===== config.mk =====
export PLATFORM = sky130hd
export DESIGN_NAME = reduce_stream_acc
export DESIGN_NICKNAME = d
export VERILOG_FILES = /design/src/rtl/reduce_stream_acc.sv
export SDC_FILE = /design/constraint.sdc
export NUM_CORES = 1
export LEC_CHECK = 0
export CAP_MARGIN = 20
export CELL_PAD_IN_SITES_DETAIL_PLACEMENT = 0
export CELL_PAD_IN_SITES_GLOBAL_PLACEMENT = 1
export CORE_ASPECT_RATIO = 1.2
export CORE_MARGIN = 4
export CORE_UTILIZATION = 35
export CTS_BUF_LIST = sky130_fd_sc_hd__clkbuf_16
export DETAILED_ROUTE_END_ITERATION = 10
export DONT_BUFFER_PORTS = 1
export PLACE_DENSITY_LB_ADDON = 0.1
export SETUP_SLACK_MARGIN = 0.02
export SKIP_CTS_REPAIR_TIMING = 1
export SYNTH_ARGS = -nofsm -noshare
export SYNTH_HDL_FRONTEND = slang
export SYNTH_SLANG_ARGS = --single-unit

===== constraint.sdc =====
create_clock -name clk -period 2.93 [get_ports clk]
set_input_delay 0.293 -clock clk [delete_from_list [all_inputs] [get_ports clk]]
set_output_delay 0.293 -clock clk [all_outputs]
set_load 0.01 [all_outputs]

===== src/rtl/reduce_stream_acc.sv =====
// reduce_stream_acc
// Folds a framed valid/ready stream of W-bit words into one W-bit result using
// a per-frame operator (AND, OR, XOR, NAND) and also reports a 1-bit reduction
// of the folded value. One result is delivered per frame over a valid/ready
// output handshake. A frame ends on in_last or when MAX_BEATS beats have been
// accepted, whichever comes first. In the MAX_BEATS case out_err flags the
// forced termination, and the producer's remaining beats start a new frame.
//
// Optional build macro: REDUCE_BEATCNT_EN adds out_beats, the beat count of
// the delivered frame.
//
// Ports:
//   clk        system clock, rising edge
//   reset      synchronous active-high reset
//   op         operator 00 AND, 01 OR, 10 XOR, 11 NAND (taken on first beat)
//   in_data    input word
//   in_valid   producer has a word
//   in_last    final beat of the producer frame
//   in_ready   block accepts a beat this cycle (state-only, no out_ready path)
//   out_data   frame result
//   out_red    1-bit reduction of the accumulator under the frame operator
//   out_err    frame was cut at MAX_BEATS rather than by in_last
//   out_valid  result available
//   out_ready  consumer accepts the result
//   out_beats  (REDUCE_BEATCNT_EN only) number of beats in the frame
module reduce_stream_acc #(
    parameter int W         = 8,
    parameter int MAX_BEATS = 16,
    localparam int CW       = $clog2(MAX_BEATS + 1)
) (
    input  logic          clk,
    input  logic          reset,
    input  logic [1:0]    op,
    input  logic [W-1:0]  in_data,
    input  logic          in_valid,
    input  logic          in_last,
    output logic          in_ready,
    output logic [W-1:0]  out_data,
    output logic          out_red,
    output logic          out_err,
    output logic          out_valid,
`ifdef REDUCE_BEATCNT_EN
    output logic [CW-1:0] out_beats,
`endif
    input  logic          out_ready
);

    typedef enum logic [1:0] {
        S_IDLE = 2'd0,
        S_ACC  = 2'd1,
        S_DONE = 2'd2
    } state_t;

    state_t        state_q, state_d;
    logic [W-1:0]  acc_q, acc_d;
    logic [1:0]    op_q, op_d;
    logic [CW-1:0] cnt_q, cnt_d;
    logic          err_q, err_d;
    logic          beat_s;
    logic [CW-1:0] cnt_inc_s;

    // NAND folds as AND; the inversion is applied only at the output.
    function automatic logic [W-1:0] fold_word(input logic [1:0] f_op,
                                               input logic [W-1:0] a,
                                               input logic [W-1:0] b);
        case (f_op)
            2'b01:   fold_word = a | b;
            2'b10:   fold_word = a ^ b;
            default: fold_word = a & b;
        endcase
    endfunction

    function automatic logic reduce_word(input logic [1:0] f_op,
                                         input logic [W-1:0] a);
        case (f_op)
            2'b00:   reduce_word = &a;
            2'b01:   reduce_word = |a;
            2'b10:   reduce_word = ^a;
            default: reduce_word = ~&a;
        endcase
    endfunction

    // in_ready comes from state alone so no out_ready -> in_ready path exists.
    assign in_ready  = (state_q != S_DONE);
    assign out_valid = (state_q == S_DONE);
    assign beat_s    = in_valid && in_ready;
    // cnt_q < MAX_BEATS whenever this is used, so the increment never wraps.
    assign cnt_inc_s = cnt_q + CW'(1);

    // Next-state and datapath update.
    always_comb begin
        state_d = state_q;
        acc_d   = acc_q;
        op_d    = op_q;
        cnt_d   = cnt_q;
        err_d   = err_q;
        case (state_q)
            S_IDLE: begin
                if (beat_s) begin
                    acc_d   = in_data;
                    op_d    = op;
                    cnt_d   = CW'(1);
                    state_d = in_last ? S_DONE : S_ACC;
                end else begin
                    state_d = S_IDLE;
                end
            end
            S_ACC: begin
                if (beat_s) begin
                    acc_d = fold_word(op_q, acc_q, in_data);
                    cnt_d = cnt_inc_s;
                    if (cnt_inc_s == CW'(MAX_BEATS)) begin
                        state_d = S_DONE;
                        err_d   = ~in_last;
                    end else if (in_last) begin
                        state_d = S_DONE;
                    end else begin
                        state_d = S_ACC;
                    end
                end else begin
                    state_d = S_ACC;
                end
            end
            S_DONE: begin
                if (out_ready) begin
                    state_d = S_IDLE;
                    err_d   = 1'b0;
                end else begin
                    state_d = S_DONE;
                end
            end
            default: begin
                state_d = S_IDLE;
            end
        endcase
    end

    // State and datapath registers with synchronous reset.
    always_ff @(posedge clk) begin
        if (reset) begin
            state_q <= S_IDLE;
            acc_q   <= '0;
            op_q    <= 2'b00;
            cnt_q   <= '0;
            err_q   <= 1'b0;
        end else begin
            state_q <= state_d;
            acc_q   <= acc_d;
            op_q    <= op_d;
            cnt_q   <= cnt_d;
            err_q   <= err_d;
        end
    end

    // Outputs depend only on registers that are frozen while in DONE.
    assign out_data = (op_q == 2'b11) ? ~acc_q : acc_q;
    assign out_red  = reduce_word(op_q, acc_q);
    assign out_err  = err_q;
`ifdef REDUCE_BEATCNT_EN
    assign out_beats = cnt_q;
`endif

endmodule


Yosys cells after proc, flatten, opt, wreduce, memory -nomap -nowiden. Cells that the tools add are included.

Bitwise logic cells: 5. Multiplexer cells: 19. Reduce and logical (&&, ||, !) cells: 12. Equality and inequality tests: 11. Add/sub/neg operators: 1.

Operators by type and width (count): $pmux W8 S2 (2); $mux W8 (3); $mux W2 (5); $mux W5 (2); $pmux W5 S2 (1); $and A8 B8 Y8 (1); $ne A2 B2 Y1 const B (4); $not A8 Y8 (1); $or A8 B8 Y8 (1); $reduce_and A8 Y1 (1); $reduce_or A8 Y1 (1); $reduce_xor A8 Y1 (1); $xor A8 B8 Y8 (1); $eq A2 B2 Y1 const B (3); $pmux W2 S3 (1); $add A5 B1 Y5 const B (1); $eq A5 B5 Y1 const B (1); $eq A2 B1 Y1 const B (2); $logic_not A2 Y1 (2); $reduce_and A4 Y1 (1); $reduce_bool A2 Y1 (2); $mux W1 (3); $pmux W1 S3 (1); $reduce_and A3 Y1 (1); 6 further kinds (6).

Logic and storage cells: 53. Register bits after elaboration: 18. Output and inout port bits: 12.

Logic depth before layout (Yosys ltp).
Depth in word-level cells: 5. Depth in mapped cells: 8. Gate-level depth less buffers: 6.

Worst setup path before layout. OpenSTA, ideal clock, no wires.

Path kind: register -> output. From: register acc_q[6]. To: output out_red. Path slack: 1223 ps. Data arrival time: 1414 ps. Cell stages (with the launch flop): 7. Buffers on the path: 0. Cell sequence: dfxtp_1 > inv_1 > ha_1 > xnor2_1 > xnor2_1 > a22oi_1 > o21ai_0.

Longest elaborated chain between the ends: 3. Elaborated cells on any way between the ends: 5.

RTL lines: start, declared (RTL line 55) `logic [W-1:0] acc_q, acc_d;`; start signal, assigned (RTL line 142) `acc_q <= '0;`; start signal, assigned (RTL line 148) `acc_q <= acc_d;`; $reduce_and A8 Y1 (RTL line 76, 79); $logic_not A1 Y1 (RTL line 79) `default: reduce_word = ~&a;`; $pmux W1 S3 (*) (RTL line 75) `case (f_op)`; end, declared (RTL line 39) `output logic out_red,`.

Every way passes the cells marked *; elsewhere a longest branch is shown, timed or not.

Worst setup path in the final report.
From: register acc_q[2]. To: output out_red.

Same word-level chain as after synthesis.

==> impl_results.md <==
- Mux contribution to synthesized area: 1.56%
- Post-Syn Area: roughly 0.0016 sq mm
- RSZ-0062 raised after global routing: false
- FMAX: 462 MHz
- Synth top area cells: ha_1 (23%), dfxtp_1 (22%), a21oi_1 (6.2%)
- DR vias: ~1300
- Peak supply drop: between 0.00015 and 0.0002 V
- Worst-skew pair later-pin latency: 250 ps
- Clock root cell: clkbuf_16
- Post-Place Cells: about 250
- Simple-gate share of the synthesized area: a little over a fifth
- Netlist cell types: 33
- Tot Pwr: 0.738 mW
- # DRC: 0
- Die height: ~82 microns
- Worst setup SP type: flop
- Yosys warns: 0
- Initial DRC Count: 28
- WL/cell: between 15 and 20 microns
- Synth area leader: ha_1
- Port bufs: 0
- First-pass GRT wire length: 6.82 mm
- P&R area growth vs syn: 6.32%
- Final hold vios: 0
- Setup TNS: 0 ps
- Routed Antenna Nets: 0
- Top_reg_cell synth: dfxtp_1
- Share of the synthesized area in the top cell type: between 20% and 30%
- Register area share after synthesis: approximately 22%
- Yosys reg bits: 18
- Die ar.: between 0.005 and 0.006 sq mm
- Synth Area in Adders: 22.6%
- CTS tree: built
- R2r setup slk: ~1200 ps
- Clk buf depth: 2
- Lkg Pwr: ~0.76 nW
- Clock Sinks: 18
- Synth Area in XOR/XNOR: ~6%
- Non-Filler Instances: approximately 250
- TritonCTS Buffers: 3
- Commonest cells post-synth: ha_1 (29), a21oi_1 (20), inv_1 (19), dfxtp_1 (18), nor2_1 (18)
- Required time at the endpoint of the critical path: around 2600 ps
- Core ar.: approximately 0.0044 sq mm
- DP Wirelength: ~2.9 mm
- Critical path arrival: about 1900 ps
- Starting Density: ~37%
- Top fanout value on the critical path: 4
- Worst r2r src: op_q[0]$_SDFFE_PP0P_
- Final setup skew: around 1.2 ps
- TritonRoute pass-1 iters: 4
- Main combinational cell family by area after synthesis: adder cells
- WS Path Type: flop to primary output
- Clock edge transition at the registers on the reported setup and hold paths: roughly 60 ps
- Outcome: finished, final reports clean
- Antenna Cells: 0
- Pwr Density: 433 mW/mm^2
- Post-synth EDFFs: 0
- Max-Cap Viols: 0
- Pins over their slew limit: 0
- Post-synth net total: between 200 and 250
- Placer Congestion: between 0.7 and 0.8
- Placement Rows: 26
- Nets: 241
- Hold WC Path Type: input port to flop
- Hold slack: 107 ps
- Final worst-path setup slack: between 700 and 800 ps
- Die W: ~70 microns
- Syn Area/Cell: 7.94 sq um
- Worst Tran Pin Value: roughly 730 ps
- Place WS: approximately 1000 ps
- Slew HR: about 52%
- GRT Resource Usage Total: 15.2%
- Via-to-Cell Ratio: about 5.3
- Final setup viols: 0
- Largest net degree at the start of global routing: 21
- Initial antenna violation count: 0
- Syn Inst Count: 202
- Final worst-path cycle share: 73.8%
- Critical path startpoint: acc_q[2]$_SDFFE_PP0P_
- Drt total wl: 4.09 mm
- H-tree Lvls: 1
- IO Pins: 27
- CP Capture Type: primary output
- FFs w/ async S/R, synth: 0%
- Fin crit period: 2160 ps
- Hold_sp: reset
- Share of layout cells above drive strength 1: 5.13%
- Post-synthesis compound-gate area fraction: ~18%
- Number of global-route vias before repair: 1394
- Gr ovfl total: 0
- Most common cell in the netlist: ha_1
cells by family after synthesis:
logic type	after synthesis
adder cells (fa/ha/maj)	29
AND/OR/NAND/NOR	66
XOR/XNOR	11
multiplexers	2
AO/OA/AOI/OAI	46
flip-flops	18
buffers and inverters	30
placed cells by master, fill, tap and decap left out, drive strengths merged:
cell type  instances
ha                29
a21oi             20
inv               19
nor2              18
dfxtp             18
nand2             12
nand2b            10
o21ai             10
xor2               9
nand3              9
a211oi             7
or2b               4
nor2b              4
clkbuf             3
nand4              3
xnor2              2
or3                2
a211o              2
o21a               2
a221oi             2
a22oi              1
nor3b              1
and2               1
mux2i              1
mux2               1
and4               1
o211ai             1
nand3b             1
o22a               1
buf                1
through the flow:
stage | cell area, sq um | utilization [%]
after global routing | 1710 | 39.1
after detailed placement | 1630 | 37.4
after CTS | 1710 | 39.1
final | 1710 | 39.1
after global placement | 1630 | 37.4
after floorplan | 1600 | -
registers in the layout (all words and copies together), names as in the netlist:
signal / count
op_q: 2
out_err: 1
acc_q: 8
cnt_q: 5
state_q: 2
power by group:
part	switching (mW)	total, mW	internal (mW)
combinational	0.109	0.181	0.0721
sequential	0.0170	0.277	0.260
clock	0.0997	0.280	0.180
path summary, 6_finish.rpt:
| path | to | depth (start not counted) |
|---|---|---|
| worst max-delay path | out_red | 6 |
| worst min-delay path | state_q[1]$_SDFF_PP0_ | 1 |
| worst max register to register | acc_q[0]$_SDFFE_PP0P_ | 5 |
| worst min register to register | cnt_q[1]$_SDFFE_PP0P_ | 2 |
worst max-delay path, stage by stage (launching register included):
cell and delay [ps]:
dfxtp_1 390, inv_1 110, ha_1 310, xor2_1 200, xnor2_1 140, a22oi_1 80, o21ai_0 390
cell type report:
class / instances / area (sq um)
inverter: 19 / 71.3
tap: 56 / 70.1
fill: 463 / 2650
timing repair buffer: 1 / 7.51
multi-input combinational: 154 / 1120
sequential: 18 / 360
clock buffer: 3 / 75.1
routing by layer:
layer	global-route usage (%)	routed length [microns]
met5	0	0
met3	3.03	192
met4	4.02	42
met2	29.3	2050
met1	17.0	1800
(Power assumes the default switching activity.)
